--- config.mk ---
export PLATFORM = sky130hd
export DESIGN_NAME = cp0
export DESIGN_NICKNAME = d
export VERILOG_FILES = /design/src/rtl/cp0.sv
export SDC_FILE = /design/constraint.sdc
export NUM_CORES = 1
export LEC_CHECK = 0
export CAP_MARGIN = 15
export CORE_AREA = 5 5 90 92
export DETAILED_ROUTE_END_ITERATION = 8
export DIE_AREA = 0 0 95 97
export GPL_TIMING_DRIVEN = 0
export PLACE_DENSITY_LB_ADDON = 0.3
export SYNTH_ARGS = -nofsm -noshare
export SYNTH_HDL_FRONTEND = slang
export SYNTH_SLANG_ARGS = --single-unit
--- constraint.sdc ---
create_clock -name clk -period 2.3 [get_ports clk]
set_input_delay 0.46 -clock clk [delete_from_list [all_inputs] [get_ports clk]]
set_output_delay 0.46 -clock clk [all_outputs]
set_load 0.01 [all_outputs]
--- src/rtl/cp0.sv ---
// Coprocessor-0 exception/interrupt controller beside the M stage: SR/Cause/EPC/PRId, handler entry and eret.
// Optional macro CP0_BD_EN enables Cause.BD and the delay-slot EPC adjustment (pc-4).
module cp0 #(
  parameter logic [31:0] PRID_VAL = 32'h0019_0007
) (
  input  logic        clk,
  input  logic        reset,
  input  logic [4:0]  a1,
  input  logic [4:0]  a2,
  input  logic [31:0] din,
  input  logic        we,
  input  logic [31:0] pc,
  input  logic        bd,
  input  logic [4:0]  exc_code_in,
  input  logic [5:0]  hw_int,
  input  logic        eret,
  output logic [31:0] dout,
  output logic [31:0] epc_out,
  output logic        int_req
);

  // SR.EXL is the state bit: USER runs code, HANDLER masks all new requests.
  typedef enum logic {USER = 1'b0, HANDLER = 1'b1} state_t;

  state_t      state_r, state_n_s;
  logic [5:0]  im_r, im_n_s;
  logic        ie_r, ie_n_s;
  logic [5:0]  ip_r;
  logic [4:0]  exc_code_r, exc_code_n_s;
  logic        bd_r, bd_n_s;
  logic [31:0] epc_r, epc_n_s;

  logic        exl_s;
  logic        int_pend_s;
  logic        exc_pend_s;
  logic [4:0]  code_s;
  logic        bd_cap_s;
  logic [31:0] epc_cap_s;

  assign exl_s      = (state_r == HANDLER);
  assign int_pend_s = (|(hw_int & im_r)) & ie_r & ~exl_s;
  assign exc_pend_s = (exc_code_in != 5'd0) & ~exl_s;
  assign int_req    = int_pend_s | exc_pend_s;
  assign code_s     = int_pend_s ? 5'd0 : exc_code_in;

`ifdef CP0_BD_EN
  // pc-4 leaves bits [1:0] intact, so misaligned AdEL/AdES addresses survive.
  assign bd_cap_s  = bd;
  assign epc_cap_s = bd ? (pc - 32'd4) : pc;
`else
  logic bd_unused_s;
  assign bd_unused_s = bd;
  assign bd_cap_s    = 1'b0;
  assign epc_cap_s   = pc;
`endif

  // State register with asynchronous reset; IP samples the raw lines every cycle.
  always_ff @(posedge clk or posedge reset) begin
    if (reset) begin
      state_r    <= USER;
      im_r       <= 6'd0;
      ie_r       <= 1'b0;
      ip_r       <= 6'd0;
      exc_code_r <= 5'd0;
      bd_r       <= 1'b0;
      epc_r      <= 32'd0;
    end else begin
      state_r    <= state_n_s;
      im_r       <= im_n_s;
      ie_r       <= ie_n_s;
      ip_r       <= hw_int;
      exc_code_r <= exc_code_n_s;
      bd_r       <= bd_n_s;
      epc_r      <= epc_n_s;
    end
  end

  // Next state: handler entry drops any mtc0; eret forces EXL low even over an SR write.
  always_comb begin
    state_n_s    = state_r;
    im_n_s       = im_r;
    ie_n_s       = ie_r;
    exc_code_n_s = exc_code_r;
    bd_n_s       = bd_r;
    epc_n_s      = epc_r;
    if (int_req) begin
      state_n_s    = HANDLER;
      exc_code_n_s = code_s;
      bd_n_s       = bd_cap_s;
      epc_n_s      = epc_cap_s;
    end else begin
      if (we && (a2 == 5'd12)) begin
        im_n_s    = din[15:10];
        ie_n_s    = din[0];
        state_n_s = din[1] ? HANDLER : USER;
      end else if (we && (a2 == 5'd14)) begin
        epc_n_s = din;
      end else begin
        epc_n_s = epc_r;
      end
      if (eret) begin
        state_n_s = USER;
      end else begin
        exc_code_n_s = exc_code_r;
      end
    end
  end

  // mfc0 read mux straight from register state (no write bypass).
  always_comb begin
    dout = 32'd0;
    case (a1)
      5'd12:   dout = {16'd0, im_r, 8'd0, exl_s, ie_r};
      5'd13:   dout = {bd_r, 15'd0, ip_r, 3'd0, exc_code_r, 2'd0};
      5'd14:   dout = epc_r;
      5'd15:   dout = PRID_VAL;
      default: dout = 32'd0;
    endcase
  end

  assign epc_out = epc_r;

endmodule

==> key figures <==
Outcome
  – Status: completed

Clocking
  – Root Buffer: clkbuf_8
  – Total clock sinks: 51
  – Clock-pin slew on the worst setup and hold paths: 0.09 ns
  – CTS max path bufs: 2
  – Htree depth: 2
  – CTS Buf Count: 5
  – Worst-Skew Late Latency: about 0.30 ns
  – Hold_buf cts: 0
  – CTS tree: done

Timing
  – RSZ-0062 raised after global routing: yes
  – Relative slew slack: between 60% and 70%
  – Worst setup margin: ~0.042 ns
  – Setup TNS: 0 ns
  – Final Hold Viols: 0
  – Slew @ Worst Pin: about 0.51 ns
  – Final period util: about 98%
  – Final setup violation count: 0
  – Max Freq: between 400 and 500 MHz
  – Clock period minus worst slack: between 2 and 2.5 ns
  – Clock skew: about 0.007 ns
  – Fin. max-slew vios: 0

Synth
  – Count leader, synth: mux2_2
  – Largest family of logic cells by synthesized area: multiplexers
  – XOR/XNOR Fraction of Synth Area: 0%
  – Synth cell types: 24
  – Simple-gate share of the synthesized area: between 10% and 20%
  – Post-Syn Area per Cell: between 10 and 15 um^2
  – Yosys reg bits: roughly 50
  – Synthesized area: roughly 2700 um^2
  – Warnings from Yosys: 0
  – Sequential fraction of the synthesis area: between 40% and 50%
  – Dominant cell type by area after synthesis: dfrtp_1
  – Multiplexer area fraction after synthesis: about a third
  – Synth Area in Adders: 0%
  – Yosys top cell area share: a little under half
  – EDFF count, synth: 0
  – Cells after synthesis: 230
  – Most frequent cells after synthesis: mux2_2 (69), dfrtp_1 (51), nor2_1 (29), and2_1 (16), mux2i_1 (12)
  – Syn Nets: between 300 and 400
  – Async S/R FF share, synth: 100%
  – Synth Area in Compound Gates: 5.57%
  – Synth area leaders: dfrtp_1 (47%), mux2_2 (28%), mux2i_1 (4.4%)
  – Top_reg_cell synth: dfrtp_1

Setup path
  – Worst setup SP type: input pin
  – Slowest CP cell: clkdlybuf4s50_1
  – FF-to-FF setup slack: 0.36 ns
  – WP data required: approximately 1.8 ns
  – CP delay by family, top: buffers and inverters
  – Critical path cell sequence: clkdlybuf4s50_1 > nand3b_1 > buf_6 > buf_4 > a21oi_1 > dlygate4sd2_1
  – Crit-path max FO: 5
  – CP endpoint kind: output port
  – Arrival time worst endpoint: 1.80 ns
  – Buf/Inv on CP: 4
  – Critical path class: input pin to output port
  – Peak per-stage delay on the critical path: approximately 0.4 ns

Pwr
  – Net Switching: 1.40 mW
  – Pleak: roughly 2 nW
  – VDD IR-drop max: between 0.4 and 0.5 mV
  – Clock power share: between 10% and 20%
  – Total Power: 4.35 mW
  – Power Density: around 950 nW/um^2
  – Sw frac: between 30 and 40%
  – Comb pwr share: between 50% and 60%
  – Sequential share of power: 36.7%
  – Int Power: a little under 3 mW

Placement
  – Port Buffers: between 150 and 200
  – DP HPWL: 6.97 mm
  – Post-DP Area: 4420 um^2
  – Routability cong.: 0.806
  – Dpl ws: -1.26 ns

Route
  – DRT iter0 DRCs: 90
  – Total Wirelength: between 8 and 9 mm
  – Via Count: about 2400
  – Post-route ant nets: 0
  – Residual DRC: 0
  – Vias per Instance: roughly 4.8
  – WL per Instance: between 15 and 20 um
  – DRT Pass-1 Iters: 4

Cells and area
  – Final core occ: about 64%
  – Share of cells above drive strength 1: approximately 35%
  – Ant. Diodes: 0
  – NumNets Final: between 400 and 500
  – Area grow syn2layout: 67.6%
  – Fillers: 599
  – Final instance area: 4600 um^2

Min path
  – Min-delay worst type: input pin to asynchronous set/reset pin

Floorplanning
  – Initial Util: 38.4%
  – Full die area: a little over 9000 um^2
  – Core box area: ~7100 um^2
  – Row cnt: 31
  – Die Ht: 97 um
  – Die width: 95 um
  – Ports: ~160

Global routing
  – Largest net degree at the start of global routing: 32
  – First-pass GRT wire length: 14.1 mm
  – Vias in the first global route: approximately 2800
  – Remaining global-route overflow: 0
  – Number of antenna violations at the first check in global routing: 0
  – Tot GR Track Use: about a fifth

Run
  – Max-cap viol count: 0
## worst paths after layout
| path | startpoint | to | cells past startpoint |
|---|---|---|---|
| setup / recovery | a1[4] | dout[0] | 6 |
| hold / removal | reset | epc_out[20] | 2 |
| setup reg to reg | im_r[4] | im_r[3] | 5 |
| hold reg to reg | im_r[5] | im_r[5] | 1 |
| max in group asynchronous | reset | epc_out[3] | 3 |
| min in group clk | im_r[5] | im_r[5] | 1 |
## power groups by stage
stage	Clock [mW]	Combinational (mW)	Sequential (mW)
after global routing	0.622	2.36	1.65
after global placement	0	2.12	1.59
after detailed placement	0	2.17	1.61
after floorplan	0	1.04	1.66
after CTS	0.583	2.21	1.60
final	0.569	2.18	1.59
## what timing repair did
action,in CTS,in global routing
endpoints found under the setup margin,33,21
setup buffers,13,1
cloned,1,0
resized for setup,89,36
pin swaps,2,3
## per-layer routing
metal | share of wire, % | global-route usage, % | up-vias | wire, um
met5 | 0 | 0 | - | 0
met4 | 0.81 | 3.66 | 0 | 71
met3 | 8.8 | 6.59 | 8 | 774
met2 | 52 | 36.1 | 99 | 4610
met1 | 38 | 22.3 | 1157 | 3350
li1 | - | - | 1154 | -
## flip-flops by register name, indices dropped and copies added (netlist names)
signal	cells
im_r	6
exc_code_r	5
ie_r	1
epc_out	32
ip_r	6
exl_s	1
## final cells by class
cell class                 count  area [um^2]  area share [%]
sequential                    51         1280            27.8
inverter                       4         15.0           0.327
buffer                         9         77.6            1.69
multi-input combinational    164         1440            31.3
tap                           99          124            2.69
clock buffer                   8          100            2.18
timing repair buffer         169         1570            34.1
## kinds of logic after synthesis
logic type | after synthesis
compound gates | 22
buf+inv | 15
flops | 51
mux | 83
simple gates | 59
## metrics by stage
step | hold WS [ns] | cells
after floorplan | 0.481 | 230
after global placement | 0.499 | 482
after detailed placement | 0.524 | 483
after CTS | 0.508 | 504
after global routing | 0.528 | 504
final | 0.501 | 504
## placed cells by master, fill, tap and decap left out, drive strengths merged
| master | instances |
|---|---|
| nand3 | 1 |
| nand2 | 4 |
| and2 | 16 |
| mux2i | 12 |
| inv | 4 |
| nor2b | 3 |
| clkbuf | 24 |
| nor3 | 2 |
| and4bb | 1 |
| mux2 | 71 |
| a21oi | 10 |
| dlygate4sd2 | 9 |
| nand3b | 2 |
| buf | 31 |
| a22oi | 7 |
| clkdlybuf4s50 | 118 |
| clkdlybuf4s15 | 4 |
| a311oi | 1 |
| o21ai | 4 |
| dfrtp | 51 |
| nor2 | 30 |
Note: power is estimated with default switching activity, not from simulation.
